<file path="src/rtl/ttt_pkg.sv">
// Shared encodings, state enum and board geometry for the tic-tac-toe move generator.
// Latency: n/a (constants and types only).
// Backpressure: n/a.
package ttt_pkg;

  localparam logic [1:0] CELL_EMPTY  = 2'b00;
  localparam logic [1:0] CELL_PLAYER = 2'b01;
  localparam logic [1:0] CELL_COMP   = 2'b10;

  typedef enum logic [2:0] {
    S_IDLE,
    S_WIN,
    S_BLOCK,
    S_PICK,
    S_DONE
  } state_t;

  // 1-based cell index; 0 means "no cell"
  typedef logic [3:0] cell_idx_t;

  // Eight winning lines: rows, columns, then the two diagonals
  localparam cell_idx_t LINE [8][3] = '{
    '{4'd1, 4'd2, 4'd3},
    '{4'd4, 4'd5, 4'd6},
    '{4'd7, 4'd8, 4'd9},
    '{4'd1, 4'd4, 4'd7},
    '{4'd2, 4'd5, 4'd8},
    '{4'd3, 4'd6, 4'd9},
    '{4'd1, 4'd5, 4'd9},
    '{4'd3, 4'd5, 4'd7}
  };

  localparam cell_idx_t CORNER [4] = '{4'd1, 4'd3, 4'd7, 4'd9};
  localparam cell_idx_t EDGE   [4] = '{4'd2, 4'd4, 4'd6, 4'd8};

endpackage

</file>
<file path="src/rtl/ttt_line_eval.sv">
// Checks one board line for "two of mark plus one empty" and reports the empty cell.
// Latency: combinational.
// Backpressure: none.
module ttt_line_eval
  import ttt_pkg::*;
(
  input  logic [1:0] c0,
  input  logic [1:0] c1,
  input  logic [1:0] c2,
  input  cell_idx_t  p0,
  input  cell_idx_t  p1,
  input  cell_idx_t  p2,
  input  logic [1:0] mark,
  output logic       hit,
  output cell_idx_t  empty_pos
);

  // At most one of the three patterns can match since only one cell may be empty
  always_comb begin
    hit       = 1'b0;
    empty_pos = '0;
    if (c0 == CELL_EMPTY && c1 == mark && c2 == mark) begin
      hit       = 1'b1;
      empty_pos = p0;
    end else if (c1 == CELL_EMPTY && c0 == mark && c2 == mark) begin
      hit       = 1'b1;
      empty_pos = p1;
    end else if (c2 == CELL_EMPTY && c0 == mark && c1 == mark) begin
      hit       = 1'b1;
      empty_pos = p2;
    end
  end

endmodule

</file>
<file path="src/rtl/ttt_move_gen.sv">
// Picks the computer's next move: win, block, centre, corner, edge, scanning one line per cycle.
// Latency: 1..17 cycles after the request edge (1..9 without the block scan).
// Backpressure: result held with valid until ack; requests while busy are dropped.
module ttt_move_gen
  import ttt_pkg::*;
#(
  parameter bit EN_BLOCK     = 1'b1,
  parameter bit CORNER_FIRST = 1'b1
) (
  input  logic        clk,
  input  logic        rst,
  input  logic        req,
  input  logic        ack,
  input  logic [17:0] board,
  output logic        busy,
  output logic        valid,
  output logic [3:0]  move_pos,
  output logic        no_move
);

  state_t      state_q;
  logic [17:0] snap_q;
  logic [2:0]  idx_q;
  logic        busy_q;
  logic        valid_q;
  cell_idx_t   pos_q;
  logic        no_move_q;

  // Cells indexed 1..9; unused slots read as occupied so they can never be chosen
  logic [1:0]  cells [16];
  logic [1:0]  mark;
  logic        line_hit;
  cell_idx_t   line_pos;
  cell_idx_t   pick_pos_d;
  logic        pick_none_d;

  // Unpack the snapshot into a cell-addressable array
  always_comb begin
    for (int i = 0; i < 16; i++) cells[i] = 2'b11;
    for (int i = 1; i <= 9; i++) cells[i] = snap_q[2*i-2 +: 2];
  end

  assign mark = (state_q == S_BLOCK) ? CELL_PLAYER : CELL_COMP;

  ttt_line_eval u_line_eval (
    .c0        (cells[LINE[idx_q][0]]),
    .c1        (cells[LINE[idx_q][1]]),
    .c2        (cells[LINE[idx_q][2]]),
    .p0        (LINE[idx_q][0]),
    .p1        (LINE[idx_q][1]),
    .p2        (LINE[idx_q][2]),
    .mark      (mark),
    .hit       (line_hit),
    .empty_pos (line_pos)
  );

  // Fallback choice: centre, then first empty cell of the preferred group, then the other group
  always_comb begin
    pick_pos_d  = '0;
    pick_none_d = 1'b1;
    if (cells[5] == CELL_EMPTY) begin
      pick_pos_d  = 4'd5;
      pick_none_d = 1'b0;
    end
    for (int i = 0; i < 4; i++) begin
      if (pick_none_d && cells[CORNER_FIRST ? CORNER[i] : EDGE[i]] == CELL_EMPTY) begin
        pick_pos_d  = CORNER_FIRST ? CORNER[i] : EDGE[i];
        pick_none_d = 1'b0;
      end
    end
    for (int i = 0; i < 4; i++) begin
      if (pick_none_d && cells[CORNER_FIRST ? EDGE[i] : CORNER[i]] == CELL_EMPTY) begin
        pick_pos_d  = CORNER_FIRST ? EDGE[i] : CORNER[i];
        pick_none_d = 1'b0;
      end
    end
  end

  // Search FSM with registered handshake outputs
  always_ff @(posedge clk or posedge rst) begin
    if (rst) begin
      state_q   <= S_IDLE;
      snap_q    <= '0;
      idx_q     <= '0;
      busy_q    <= 1'b0;
      valid_q   <= 1'b0;
      pos_q     <= '0;
      no_move_q <= 1'b0;
    end else begin
      case (state_q)
        S_IDLE: begin
          if (req) begin
            snap_q  <= board;
            idx_q   <= '0;
            busy_q  <= 1'b1;
            state_q <= S_WIN;
          end
        end
        S_WIN, S_BLOCK: begin
          if (line_hit) begin
            pos_q   <= line_pos;
            valid_q <= 1'b1;
            state_q <= S_DONE;
          end else if (idx_q == 3'd7) begin
            idx_q   <= '0;
            state_q <= (state_q == S_WIN && EN_BLOCK) ? S_BLOCK : S_PICK;
          end else begin
            idx_q <= idx_q + 3'd1;
          end
        end
        S_PICK: begin
          pos_q     <= pick_pos_d;
          no_move_q <= pick_none_d;
          valid_q   <= 1'b1;
          state_q   <= S_DONE;
        end
        S_DONE: begin
          if (ack) begin
            valid_q   <= 1'b0;
            busy_q    <= 1'b0;
            pos_q     <= '0;
            no_move_q <= 1'b0;
            state_q   <= S_IDLE;
          end
        end
        default: state_q <= S_IDLE;
      endcase
    end
  end

  assign busy     = busy_q;
  assign valid    = valid_q;
  assign move_pos = pos_q;
  assign no_move  = no_move_q;

endmodule

</file>
<file path="config.mk">
export PLATFORM = sky130hd
export DESIGN_NAME = ttt_move_gen
export DESIGN_NICKNAME = d
export VERILOG_FILES = /design/src/rtl/ttt_pkg.sv /design/src/rtl/ttt_line_eval.sv /design/src/rtl/ttt_move_gen.sv
export SDC_FILE = /design/constraint.sdc
export NUM_CORES = 1
export LEC_CHECK = 0
export ABC_AREA = 1
export CORE_UTILIZATION = 45
export DETAILED_ROUTE_END_ITERATION = 8
export PLACE_DENSITY = 0.68
export SLEW_MARGIN = 20
export SYNTH_ARGS = -nofsm -noshare
export SYNTH_HDL_FRONTEND = slang
export SYNTH_SLANG_ARGS = --single-unit
</file>
<file path="constraint.sdc">
create_clock -name clk -period 2.5 [get_ports clk]
set_clock_uncertainty 0.15 [all_clocks]
set_input_delay 0.25 -clock clk [delete_from_list [all_inputs] [get_ports clk]]
set_output_delay 0.25 -clock clk [all_outputs]
set_load 0.005 [all_outputs]
</file>
==> Flow_metrics.wiki, run 1 <==
{| class="wikitable"
! Metric !! Value
|-
| Max Clk Rate || 376 MHz
|-
| Number of inserted filler cells in the final layout || 370
|-
| Proportion of layout cells with a drive suffix above 1 || 0.336
|-
| Shortest clock period the worst path allows after layout || 2.66 ns
|-
| Total iterations of the first detailed-routing run || 5
|-
| Transition time at the pin with the least slew margin || 0.464 ns
|-
| Net total in the final layout || 464
|-
| Aggregate negative setup slack || -1.34 ns
|-
| Post-placement worst setup slack || -0.213 ns
|-
| Standard cell area after detailed placement || slightly below 0.003 mm^2
|-
| Residual overflow from global routing || 0
|-
| Gate Count Post-Synth || 358
|-
| Number of H-tree levels || 2
|-
| RSZ-0062 raised after global routing || true
|-
| Number of global-route vias before repair || 2,699
|-
| Relative max-transition margin || 0.690
|-
| Initial Utilization || 0.479
|-
| DRC viols || 0
|-
| Placeable core region || approximately 0.0048 mm^2
|-
| Number of distinct library cells after synthesis || 22
|-
| Mean cell area of the mapped netlist || 6.45 um^2
|-
| Number of maximum-capacitance violations || 0
|-
| Standard-cell rows || 25
|-
| Antenna Violating Nets Remaining || 0
|-
| Die W || 73.6 um
|-
| Routed Wire Length || 7600 um
|-
| Mean number of vias per cell || 5.53
|-
| Final routed wire length divided by cell count || between 15 and 20 um
|-
| Die area || 0.00542 mm^2
|-
| Final hold violation count || 0
|-
| Most common cell after layout, fill and taps aside || nand2_1
|-
| Leading cell types in the layout, fill and taps excluded || nand2_1, buf_4, inv_1
|-
| # setup viols final || 11
|-
| Min setup slack post-route || -0.160 ns
|-
| Root buf cell || clkbuf_8
|-
| Number of placed I/O pins || 29
|-
| DRT iter0 DRCs || 180
|-
| Outcome || finished, violations left
|-
| Post-route cell area || 0.00360 mm^2
|-
| Portion of the post-synthesis area used by sequential elements || 0.336
|-
| Number of antenna diodes || 0
|-
| Number of antenna violations at the first check in global routing || 0
|-
| Worst min-delay path category || input port to asynchronous set/reset pin
|-
| Cts bufs inserted || 5
|-
| Global-route usage over all layers || 0.301
|-
| Yosys warning count || 0
|-
| Slew Limit Fails || 0
|-
| TritonCTS clock tree || yes
|-
| Maximum number of pins on one net before global-route repair || 32
|-
| Combined area of the multi-input logic cells || between 0.0015 and 0.002 mm^2
|-
| Maximum clock insertion buffer count || 2
|-
| CTS clk-pin slew, worst paths || 0.08 ns
|-
| Cell area after technology mapping || 0.00231 mm^2
|-
| Total via count in the routed design || 2,777
|-
| Critical path start-end classification || flop to flop
|-
| Register Area || 777 um^2
|-
| Failing checks || setup timing
|-
| Die Y || 73.6 um
|-
| GP Congestion || 0.930
|-
| Global-route wire length before repair || 12,300 um
|-
| Largest fanout on the critical path || 7
|-
| Detailed placement HPWL || between 5000 and 6000 um
|-
| Mapped Nets || about 390
|-
| Area Overhead vs Synth || 56.1%
|-
| Clock Sink Count || 31
|-
| Final critical-path share of the clock period || 1.06
|-
| Number of buffers added on ports || 28
|-
| Crit end category || flop
|-
| Data arrival, critical path || 2.75 ns
|-
| Critical path startpoint category || flop
|-
| Count of state elements after synthesis || 31
|-
| Required time worst endpoint || 2.59 ns
|-
| Clock insertion delay at the later pin of the skew report || 0.29 ns
|}
## metal layers
metal	part of all wire	global-route usage	wire, um	up-vias
met3	0.057	0.0508	432	35
met1	0.41	0.368	3100	1302
met4	0.036	0.130	272	0
li1	-	-	-	1330
met5	0	0	0	-
met2	0.50	0.519	3800	110
## flip-flops by register name (all words and copies together), names as in the netlist
| name | flops |
|---|---|
| snap_q | 18 |
| move_pos | 4 |
| state_q | 3 |
| busy | 1 |
| valid | 1 |
| idx_q | 3 |
| no_move | 1 |
## stage by stage
step,hold WS (ns),std cells,utilization
floorplan,0.204,358,-
global placement,0.312,483,0.605
detailed placement,0.315,483,0.605
CTS,0.217,501,0.715
global route,0.241,502,0.748
finish,0.202,502,0.748
## cell usage after synthesis (all sizes together)
master | n | share of area
a21oi | 17 | 0.037
buf | 3 | 0.011
clkbuf | 3 | 0.0049
dfrtp | 31 | 0.34
ha | 8 | 0.043
inv | 42 | 0.068
mux2 | 3 | 0.015
nand2 | 113 | 0.19
nand3 | 55 | 0.13
nand3b | 1 | 0.0033
nand4 | 4 | 0.011
nor2 | 42 | 0.068
nor3 | 5 | 0.011
o2111ai | 1 | 0.0038
o211ai | 7 | 0.023
o21a | 2 | 0.0065
o21ai | 21 | 0.046
## worst paths after layout
kind,startpoint,to,slack (ns),cells past startpoint
worst min register to register,move_pos[2],move_pos[2],0.33,2
worst max register to register,idx_q[0],move_pos[2],-0.16,18
max in group asynchronous,rst,idx_q[0],1.68,3
min in group clk,move_pos[2],move_pos[2],0.33,2
worst max-delay path,idx_q[0],move_pos[2],-0.16,18
worst min-delay path,rst,busy,0.20,3
## critical path, stage by stage, from the launching register on
cell and delay, ns:
dfrtp_2 0.48, buf_6 0.15, ha_4 0.17, nor2_2 0.15
nor2_2 0.08, nor2_2 0.13, o211ai_1 0.14, nand2_1 0.10
nand2_2 0.08, buf_4 0.14, nor2_4 0.14, nand3_4 0.10
nand3_4 0.11, nand2_2 0.06, nand2_2 0.08, nand2_4 0.09
inv_4 0.09, nand2_1 0.07, nand2_1 0.06
## cell families (layout without fill, tap and decap cells)
logic type,Yosys count,after routing,synth area share
fa+ha+maj,8,8,0.0434
compound gates,48,48,0.115
mux,3,3,0.0146
simple gates,220,220,0.406
buf+inv,48,125,0.0845
flops,31,31,0.336
## layout make-up
type	instances	area share
Timing Repair Buffer	75	0.187
Tap cell	67	0.0233
Multi-Input combinational cell	279	0.499
Clock buffer	7	0.0267
Clock inverter	1	0.00208
Inverter	42	0.0458
Sequential cell	31	0.216
## timing repair
action,CTS,global route
pin swaps,42,34
hold buffers,0,0
setup endpoints to repair,10,11
setup buffers,11,1
hold endpoints to repair,0,0
resized for setup,79,43
Power of run 1 is not shown: default switching activity piles up to over one toggle a cycle in this logic, so the estimate is an artifact.
==> run 2: changes to the inputs <==
Settings changed: CAP_MARGIN from default to 20, CTS_CLUSTER_DIAMETER from default to 50.
==> results of run 2 <==
Final layout, timing and power as in run 1 (identical DEF).
Power of run 2 is left out for the same reason.
==> run 3: changes to the inputs <==
Settings changed: GPL_ROUTABILITY_DRIVEN from default to 0, PLACE_DENSITY 0.68 to 0.71.
==> Flow_metrics.wiki, run 3 (synthesized netlist as in run 1, its figures left out) <==
{| class="wikitable"
! Metric !! Value
|-
| Outcome || finished, violations left
|-
| Failing checks || setup timing
|-
| GRT Max-Usage Layer || met2
|-
| Maximum clock insertion buffer count || 2 (unchanged)
|-
| Maximum number of pins on one net before global-route repair || 32 (unchanged)
|-
| Number of antenna violations at the first check in global routing || 0 (unchanged)
|-
| Number of antenna diodes || 0 (unchanged)
|-
| Reg with most FFs || snap_q
|-
| Critical path startpoint category || flop
|-
| Min setup slack post-route || -0.121 ns (+0.0387 ns)
|-
| Worst min-delay path category || input port to asynchronous set/reset pin
|-
| Clock insertion delay at the later pin of the skew report || 0.29 ns (about the same)
|-
| Final hold violation count || 0 (unchanged)
|-
| TritonCTS clock tree || yes
|-
| CTS clk-pin slew, worst paths || 0.07 ns (about the same)
|-
| Reg2reg end || move_pos[1]
|-
| Proportion of layout cells with a drive suffix above 1 || 0.304 (-0.0317)
|-
| Post-route cell area || 0.00347 mm^2 (-3.6%)
|-
| Number of buffers added on ports || 28 (unchanged)
|-
| Number of H-tree levels || 2 (unchanged)
|-
| Largest fanout on the critical path || 7 (unchanged)
|-
| Initial Utilization || 0.479 (unchanged)
|-
| Crit end category || flop
|-
| Number of global-route vias before repair || 2,435 (-9.8%)
|-
| # setup viols final || 10 (-1)
|-
| Placeable core region || 0.00482 mm^2 (unchanged)
|-
| Root buf cell || clkbuf_8
|-
| Transition time at the pin with the least slew margin || 0.498 ns (+0.0337 ns)
|-
| Largest register FFs || 18 (unchanged)
|-
| Leading cell types in the layout, fill and taps excluded || nand2_1, nand3_1, buf_4
|-
| Number of maximum-capacitance violations || 0 (unchanged)
|-
| Data arrival, critical path || 2.65 ns (-0.10 ns)
|-
| Finished Core Util || 0.721 (-0.0273)
|-
| Total via count in the routed design || 2,695 (-3.0%)
|-
| Fraction of met2 tracks used by global routing || 0.449 (-0.0703)
|-
| Clock Sink Count || 31 (unchanged)
|-
| Most common cell after layout, fill and taps aside || nand2_1
|-
| Met1 Use GR || 0.354 (-0.0144)
|-
| Final critical-path share of the clock period || 1.05 (-0.0155)
|-
| DRC viols || 0 (unchanged)
|-
| Die area || 0.00542 mm^2 (unchanged)
|-
| Mean number of vias per cell || 5.41 (-2.2%)
|-
| Antenna Violating Nets Remaining || 0 (unchanged)
|-
| Die W || 73.6 um (unchanged)
|-
| Fraction of met3 tracks used by global routing || 0.0398 (-0.0110)
|-
| Detailed placement HPWL || 4920 um (-2.8%)
|-
| Number of placed I/O pins || 29 (unchanged)
|-
| Area Overhead vs Synth || 50.4%
|-
| Total iterations of the first detailed-routing run || 4 (-1)
|-
| Die Y || 73.6 um (unchanged)
|-
| Critical path start-end classification || flop to flop
|-
| Critical register-to-register path startpoint || idx_q[0]
|-
| Routed Wire Length || 7270 um (-4.3%)
|-
| Quantity of hold-fixing buffers added after cts || 0 (unchanged)
|-
| Cell Count, Final, Fillers Out || 498 (-0.80%)
|-
| Worst setup slack for register-to-register paths || -0.12 ns (+0.04 ns)
|-
| Required time worst endpoint || 2.53 ns (-0.06 ns)
|-
| Relative max-transition margin || 0.667 (-0.0221)
|-
| Net total in the final layout || 460 (-0.86%)
|-
| Final routed wire length divided by cell count || 14.6 um (-3.6%)
|-
| Standard-cell rows || 25 (unchanged)
|-
| Cts bufs inserted || 5 (unchanged)
|-
| DRT iter0 DRCs || 204 (+13%)
|-
| RSZ-0062 raised after global routing || true
|-
| Standard cell area after detailed placement || 0.00294 mm^2 (+0.77%)
|-
| Residual overflow from global routing || 0 (unchanged)
|-
| R2R depth || 20 (+2)
|-
| Global-route wire length before repair || 11,000 um (-10%)
|-
| Final-layout worst hold slack || 0.209 ns (+0.00688 ns)
|-
| Max Clk Rate || 382 MHz (+1.5%)
|-
| Placed cells || 486 (+0.62%)
|-
| Shortest clock period the worst path allows after layout || 2.62 ns (-0.0387 ns)
|-
| Slew Limit Fails || 0 (unchanged)
|-
| Global-route usage over all layers || 0.269 (-0.0316)
|}
## run 3: cell types whose count changed in the layout (fill, tap and decap cells not counted), moves of 3 or more
cell     change
nand3_1     +11
nand3_2      -9
buf_6        -4
nor2_2       -4
o21ai_2      +4
inv_2        +3
nand2_1      +3
nor2_4       +3
## run 3: per-layer routing
metal  wire length [um]  vias to the layer above
li1                   -                     1316
met5                  0                        -
met1               3000                     1251
met2               3570                       92
met3                341                       36
met4                349                        0
## run 3: worst max path at each step
stage	from	to	cells past startpoint
floorplan	idx_q[0]	move_pos[2]	21
global placement	idx_q[0]	move_pos[2]	19
detailed placement	idx_q[0]	move_pos[2]	19
CTS	idx_q[0]	move_pos[2]	19
global route	idx_q[0]	move_pos[3]	20
finish	idx_q[0]	move_pos[1]	20
## run 3: metrics by stage
step	TNS [ns]	setup slack, ns
after global routing	-2.47	-0.279
after global placement	-1.35	-0.195
after floorplan	0	0.0217
final	-0.875	-0.121
after detailed placement	-2.00	-0.249
after CTS	-0.0188	-0.0171
## run 3: cell type report
class / instances / area (um^2)
Inverter: 42 / 163
Multi-Input combinational cell: 279 / 1740
Clock buffer: 7 / 76.3
Sequential cell: 31 / 778
Clock inverter: 1 / 5.00
Fill cell: 393 / 1350
Tap cell: 67 / 83.8
Timing Repair Buffer: 71 / 629
## run 3: critical path: stages (launching register included)
cell	delay, ns
dfrtp_2	0.47
inv_4	0.12
ha_4	0.15
nand2_4	0.08
buf_8	0.15
nand3_2	0.09
nand2_2	0.06
nand2_2	0.07
nand2_1	0.05
nand2_1	0.09
nand2_2	0.09
nand2_4	0.13
nand2_8	0.08
nor2_4	0.12
nand3_4	0.11
nand3_4	0.12
nand2_2	0.06
nand2_2	0.08
nand2_4	0.08
nand2_1	0.09
nand2_1	0.06
## run 3: what timing repair did
item,4_1_cts,5_1_grt
gates resized for setup,47,63
pin swaps,12,29
setup buffers,2,3
endpoints found under the setup margin,10,10
Power of run 3 is left out for the same reason.
